## config.mk

```make
export PLATFORM = sky130hd
export DESIGN_NAME = debug_snapshot_ctrl
export DESIGN_NICKNAME = d
export VERILOG_FILES = /design/src/rtl/debug_snapshot_ctrl.sv
export SDC_FILE = /design/constraint.sdc
export NUM_CORES = 2
export LEC_CHECK = 0
export CAP_MARGIN = 15
export CELL_PAD_IN_SITES_DETAIL_PLACEMENT = 1
export CELL_PAD_IN_SITES_GLOBAL_PLACEMENT = 2
export CORE_UTILIZATION = 30
export CTS_CLUSTER_SIZE = 12
export DETAILED_ROUTE_END_ITERATION = 8
export PLACE_DENSITY_LB_ADDON = 0.05
export RECOVER_POWER = 100
export SYNTH_ARGS = -nofsm -noshare
export SYNTH_HDL_FRONTEND = slang
export SYNTH_SLANG_ARGS = --single-unit
```

## constraint.sdc

```tcl
create_clock -name clk -period 5.2 [get_ports clk]
set_clock_uncertainty 0.2 [all_clocks]
set_input_delay 0.78 -clock clk [delete_from_list [all_inputs] [get_ports clk]]
set_output_delay 0.78 -clock clk [all_outputs]
set_load 0.005 [all_outputs]
```

## src/rtl/debug_snapshot_ctrl.sv

```systemverilog
// debug_snapshot_ctrl
//   Owns the DUT debug address/data port and feeds the VGA debug text display.
//   Live mode: the display address passes straight through to the DUT.
//   Snapshot mode: on request, all 2^ADDR_W debug words are scanned into a local
//   buffer, so every row on screen comes from the same instant.
//
// Optional feature (macro SNAP_AUTO_EN): adds frame_tick_i. While idle, a frame
// tick starts a scan exactly like snap_req_i. A tick that arrives while busy is
// dropped.
//
// Ports
//   clk           system clock, all state changes on posedge
//   rst_n         asynchronous active-low reset
//   snap_req_i    one-cycle pulse, start a snapshot (ignored while busy)
//   live_mode_i   1 = live pass-through when idle, 0 = display the buffer
//   frame_tick_i  per-frame pulse (only with SNAP_AUTO_EN)
//   vga_addr_i    address requested by the display
//   vga_data_o    data returned to the display (combinational)
//   dut_addr_o    address driven to the DUT debug port
//   dut_data_i    data returned by the DUT debug port (SETTLE cycles after address)
//   busy_o        scan in progress (SCAN and DONE states)
//   done_o        one-cycle pulse when a scan completes
//   snap_valid_o  buffer holds one complete scan
//   snap_count_o  completed scans, wraps 255 -> 0
module debug_snapshot_ctrl #(
    parameter int unsigned ADDR_W = 7,
    parameter int unsigned DATA_W = 32,
    parameter int unsigned SETTLE = 1
) (
    input  logic              clk,
    input  logic              rst_n,
    input  logic              snap_req_i,
    input  logic              live_mode_i,
`ifdef SNAP_AUTO_EN
    input  logic              frame_tick_i,
`endif
    input  logic [ADDR_W-1:0] vga_addr_i,
    output logic [DATA_W-1:0] vga_data_o,
    output logic [ADDR_W-1:0] dut_addr_o,
    input  logic [DATA_W-1:0] dut_data_i,
    output logic              busy_o,
    output logic              done_o,
    output logic              snap_valid_o,
    output logic [7:0]        snap_count_o
);

    localparam int unsigned Depth = 1 << ADDR_W;
    // One extra bit so the last index never aliases back to 0 mid-scan.
    localparam logic [ADDR_W:0] LastIdx = (ADDR_W + 1)'(Depth - 1);
    localparam logic [1:0]      SettleCycles = 2'(SETTLE);

    typedef enum logic [1:0] {
        StIdle,
        StScan,
        StDone
    } state_e;

    state_e            state_q, state_d;
    logic [ADDR_W:0]   issue_idx_q, issue_idx_d;
    logic [ADDR_W:0]   wr_idx_q, wr_idx_d;
    logic [1:0]        settle_q, settle_d;
    logic              snap_valid_q, snap_valid_d;
    logic [7:0]        snap_count_q, snap_count_d;
    logic              wr_en;
    logic              start;
    logic              live_sel;
    logic [DATA_W-1:0] snap_mem [Depth];

`ifdef SNAP_AUTO_EN
    assign start = snap_req_i | frame_tick_i;
`else
    assign start = snap_req_i;
`endif

    always_ff @(posedge clk or negedge rst_n) begin
        if (!rst_n) begin
            state_q      <= StIdle;
            issue_idx_q  <= '0;
            wr_idx_q     <= '0;
            settle_q     <= '0;
            snap_valid_q <= 1'b0;
            snap_count_q <= '0;
        end else begin
            state_q      <= state_d;
            issue_idx_q  <= issue_idx_d;
            wr_idx_q     <= wr_idx_d;
            settle_q     <= settle_d;
            snap_valid_q <= snap_valid_d;
            snap_count_q <= snap_count_d;
        end
    end

    always_comb begin
        state_d      = state_q;
        issue_idx_d  = issue_idx_q;
        wr_idx_d     = wr_idx_q;
        settle_d     = settle_q;
        snap_valid_d = snap_valid_q;
        snap_count_d = snap_count_q;
        wr_en        = 1'b0;
        unique case (state_q)
            StIdle: begin
                if (start) begin
                    state_d     = StScan;
                    issue_idx_d = '0;
                    wr_idx_d    = '0;
                    settle_d    = '0;
                end
            end
            StScan: begin
                if (issue_idx_q != LastIdx) begin
                    issue_idx_d = issue_idx_q + 1'b1;
                end
                // Writes lag issues by SETTLE cycles; after the initial delay one
                // word lands per cycle, tracking the issue stream.
                if (settle_q != SettleCycles) begin
                    settle_d = settle_q + 1'b1;
                end else begin
                    wr_en    = 1'b1;
                    wr_idx_d = wr_idx_q + 1'b1;
                    if (wr_idx_q == LastIdx) begin
                        state_d = StDone;
                    end
                end
            end
            StDone: begin
                state_d      = StIdle;
                snap_valid_d = 1'b1;
                snap_count_d = snap_count_q + 8'd1;
            end
            default: state_d = StIdle;
        endcase
    end

    // Buffer is deliberately not reset.
    always_ff @(posedge clk) begin
        if (wr_en) begin
            snap_mem[wr_idx_q[ADDR_W-1:0]] <= dut_data_i;
        end
    end

    assign live_sel = (state_q == StIdle) && live_mode_i;

    always_comb begin
        dut_addr_o = live_sel ? vga_addr_i : issue_idx_q[ADDR_W-1:0];
        // Asynchronous read sees the pre-write word on a same-cycle collision.
        if (live_sel) begin
            vga_data_o = dut_data_i;
        end else if (snap_valid_q) begin
            vga_data_o = snap_mem[vga_addr_i];
        end else begin
            vga_data_o = '0;
        end
    end

    assign busy_o       = (state_q != StIdle);
    assign done_o       = (state_q == StDone);
    assign snap_valid_o = snap_valid_q;
    assign snap_count_o = snap_count_q;

endmodule

```

==> impl_metrics.tcl <==
set metrics [dict create \
    ys_seq_elements 4125 \
    io_pins 93 \
    drtPass1Iterations 9 \
    async_flop_share 0.00703 \
    yosysUniqueCellTypes 43 \
    yosys.area.top_type_share 0.784 \
    drc 6 \
    dp_hpwl_um 357000 \
    switching_share 0.233 \
    slew-limit-headroom -1.57 \
    cts.reportedPaths.clkPinSlew_ns 0.06 \
    die_w_um 725 \
    grt_first_pass_wirelength_um 766000 \
    synth_edf_count 4096 \
    finalSetupViolCount 49 \
    synth.cell_area_mm2 0.157 \
    core_region_area_mm2 0.521 \
    syn2layout_area_growth_pct 21.0 \
    final_cell_area_mm2 0.190 \
    leakage_nw 59.5 \
    ant_nets 0 \
    worst-path-buf-inv 2 \
    clock_latency_ns 1.01 \
    synth.area.top_cells "edfxtp_1 78%, mux4_2 13%, a22oi_1 1.8%, mux2_2 1.4%, clkbuf_1 0.56%" \
    dp_slack_ns -0.920 \
    yosysWarnings 0 \
    vdd_drop_max_v 0.000284 \
    critPathMaxStageDelay_ns 1.49 \
    finalCriticalPeriod_ns 5.29 \
    cts_buffer_depth 4 \
    htree_levels 5 \
    fillers 49900 \
    synth-main-ff-cell "edfxtp_1" \
    rows 265 \
    hold_viol 0 \
    drive_gt1_frac 0.333 \
    path_cells "ha_1 > nand3b_1 > or2_1 > clkbuf_1 > nor2_4 > clkbuf_4" \
    start_kind "register" \
    fp.dieArea_mm2 0.526 \
    cp.arrival_ns 5.79 \
    tightest_slew_ns 3.86 \
    finalWeightedCongestion 0.771 \
    critPathCaptureType "register" \
    num_vias 80400 \
    drt_iter0_markers 8303 \
    required_ns 5.70 \
    max_cap_viol_count 97 \
    antenna_found_initial 77 \
    syn_area_per_cell_um2 22.3 \
    viasPerCell 5.18 \
    first_global_vias 84400 \
    clkPwrFrac 0.429 \
    final_nets 8218 \
    p_int_w 0.0568 \
    synth_area_leader_cell "edfxtp_1" \
    cts_root_buffer "clkbuf_16" \
    total_power_w 0.0741 \
    net-switching-power_w 0.0173 \
    power_density_mw_per_mm2 390 \
    power_frac_seq 0.504 \
    worst-path-max-fanout 15 \
    seq_area_frac_synth 0.789 \
    dpl_cell_area_mm2 0.174 \
    path_class "register to register" \
    synth.most_common_cell "edfxtp_1" \
    final_max_slew_viol_count 3603 \
    totalWireLength_um 571000 \
    cts_buffers 474 \
    die_y_um 725 \
    violations "DRC, capacitance limit, slew limit, setup timing" \
    setup_ws_ns -0.0864 \
    finalCritPeriodShare 1.02 \
    p_comb_frac 0.067 \
    cts_tree "yes" \
    netlist_instances 7032 \
    fmax_mhz 189 \
    initial_core_util 0.301 \
    wl_per_cell_um 36.8 \
    synth_nets 7079 \
    grt.overflow.total 0 \
    status "finished with violations" \
    clock-sinks 4125 \
    cp_top_family "simple AND/OR/NAND/NOR gates" \
    synth_common_cells "4096 x edfxtp_1, 927 x mux4_2, 381 x a22oi_1" \
    crit_slowest_cell "clkbuf_1" \
    placement.io_buffers 92 \
    grtUsageTotal 0.213 \
    min_path_type "input port to register" \
    grt_max_degree 81 \
]
-- area by class of cell --
type                            count  area, um2  share of cell area
Sequential cell                  4125     124000               0.652
Multi-Input combinational cell   2483      32800               0.173
Clock buffer                      590      12400              0.0652
Timing Repair Buffer             1083       9880              0.0521
Tap cell                         6942       8690              0.0458
Clock inverter                    265       2200              0.0116
Antenna cell                       32       80.1            0.000422
Inverter                            4       15.0           0.0000791
-- stage by stage --
step | util | hold slack (ns) | instances | TNS (ns)
after detailed placement | 0.335 | 0.272 | 14500 | -11.59
after CTS | 0.367 | 0.00424 | 15500 | -0.00988
after global placement | 0.335 | 0.264 | 14500 | -13.46
after floorplan | - | 0.254 | 7032 | 0
final | 0.365 | 0.111 | 15500 | -2.59
after global routing | 0.364 | 0.0464 | 15500 | -0.0188
-- power groups by stage --
stage	Clock [W]	Combinational, W	Sequential, W
floorplan	0	0.00203	0.0378
global placement	0	0.00502	0.0379
detailed placement	0	0.00508	0.0379
CTS	0.0327	0.00524	0.0372
global route	0.0337	0.00521	0.0373
finish	0.0318	0.00495	0.0373
-- final timing paths --
| kind | slack [ns] | startpoint | endpoint | cells past startpoint |
|---|---|---|---|---|
| setup / recovery | -0.09 | settle_q[0] | snap_mem[70][3] | 6 |
| hold / removal | 0.11 | dut_data_i[9] | snap_mem[122][9] | 1 |
| setup reg to reg | -0.09 | settle_q[0] | snap_mem[70][3] | 6 |
| hold reg to reg | 0.28 | snap_count_o[7] | snap_count_o[7] | 1 |
| max in group asynchronous | 1.69 | rst_n | state_q[1] | 3 |
| min in group asynchronous | 1.12 | rst_n | snap_count_o[3] | 3 |
-- cell usage in the layout, fill, tap and decap left out, types with 121 or more instances in the layout --
| master | synthesis | routed |
|---|---|---|
| a22oi_1 | 381 | 344 |
| buf_12 | 0 | 130 |
| buf_4 | 14 | 525 |
| clkbuf_1 | 234 | 219 |
| clkbuf_16 | 0 | 478 |
| clkbuf_2 | 0 | 133 |
| clkinv_1 | 0 | 136 |
| edfxtp_1 | 4096 | 4096 |
| mux2_2 | 193 | 193 |
| mux4_2 | 927 | 927 |
| nand2_1 | 207 | 206 |
| nand3_1 | 173 | 138 |
| nor2_1 | 205 | 121 |
-- flip-flops by register name (all words and copies together) (netlist names) --
| register | count |
|---|---|
| issue_idx_q | 8 |
| state_q | 2 |
| snap_valid_o | 1 |
| settle_q | 2 |
| snap_count_o | 8 |
| snap_mem | 4096 |
| wr_idx_q | 8 |
-- what timing repair did --
item	in CTS	in global routing
hold buffers	27	0
pin swaps	24	0
gates resized for setup	187	20
setup buffers	55	0
gates cloned	11	0
setup endpoints to repair	32	15
hold endpoints to repair	364	0
-- cells by family after synthesis --
kind of cell | count (synthesis) | synth area share
compound gates | 599 | 0.0287
xor+xnor | 14 | 0.000782
buf+inv | 424 | 0.0115
fa+ha+maj | 4 | 0.000319
flops | 4125 | 0.789
mux | 1155 | 0.149
simple gates | 711 | 0.0205
-- routing by layer --
metal / share of wire / track usage / vias up / routed length (um)
met5: 0.000023 / 0 / - / 13
met4: 0.022 / 0.0415 / 2 / 12500
met3: 0.052 / 0.0278 / 558 / 29700
met2: 0.47 / 0.340 / 2196 / 266000
met1: 0.46 / 0.314 / 45200 / 262000
li1: - / - / 32400 / -
No activity file was read; power rests on OpenSTA's default activity.
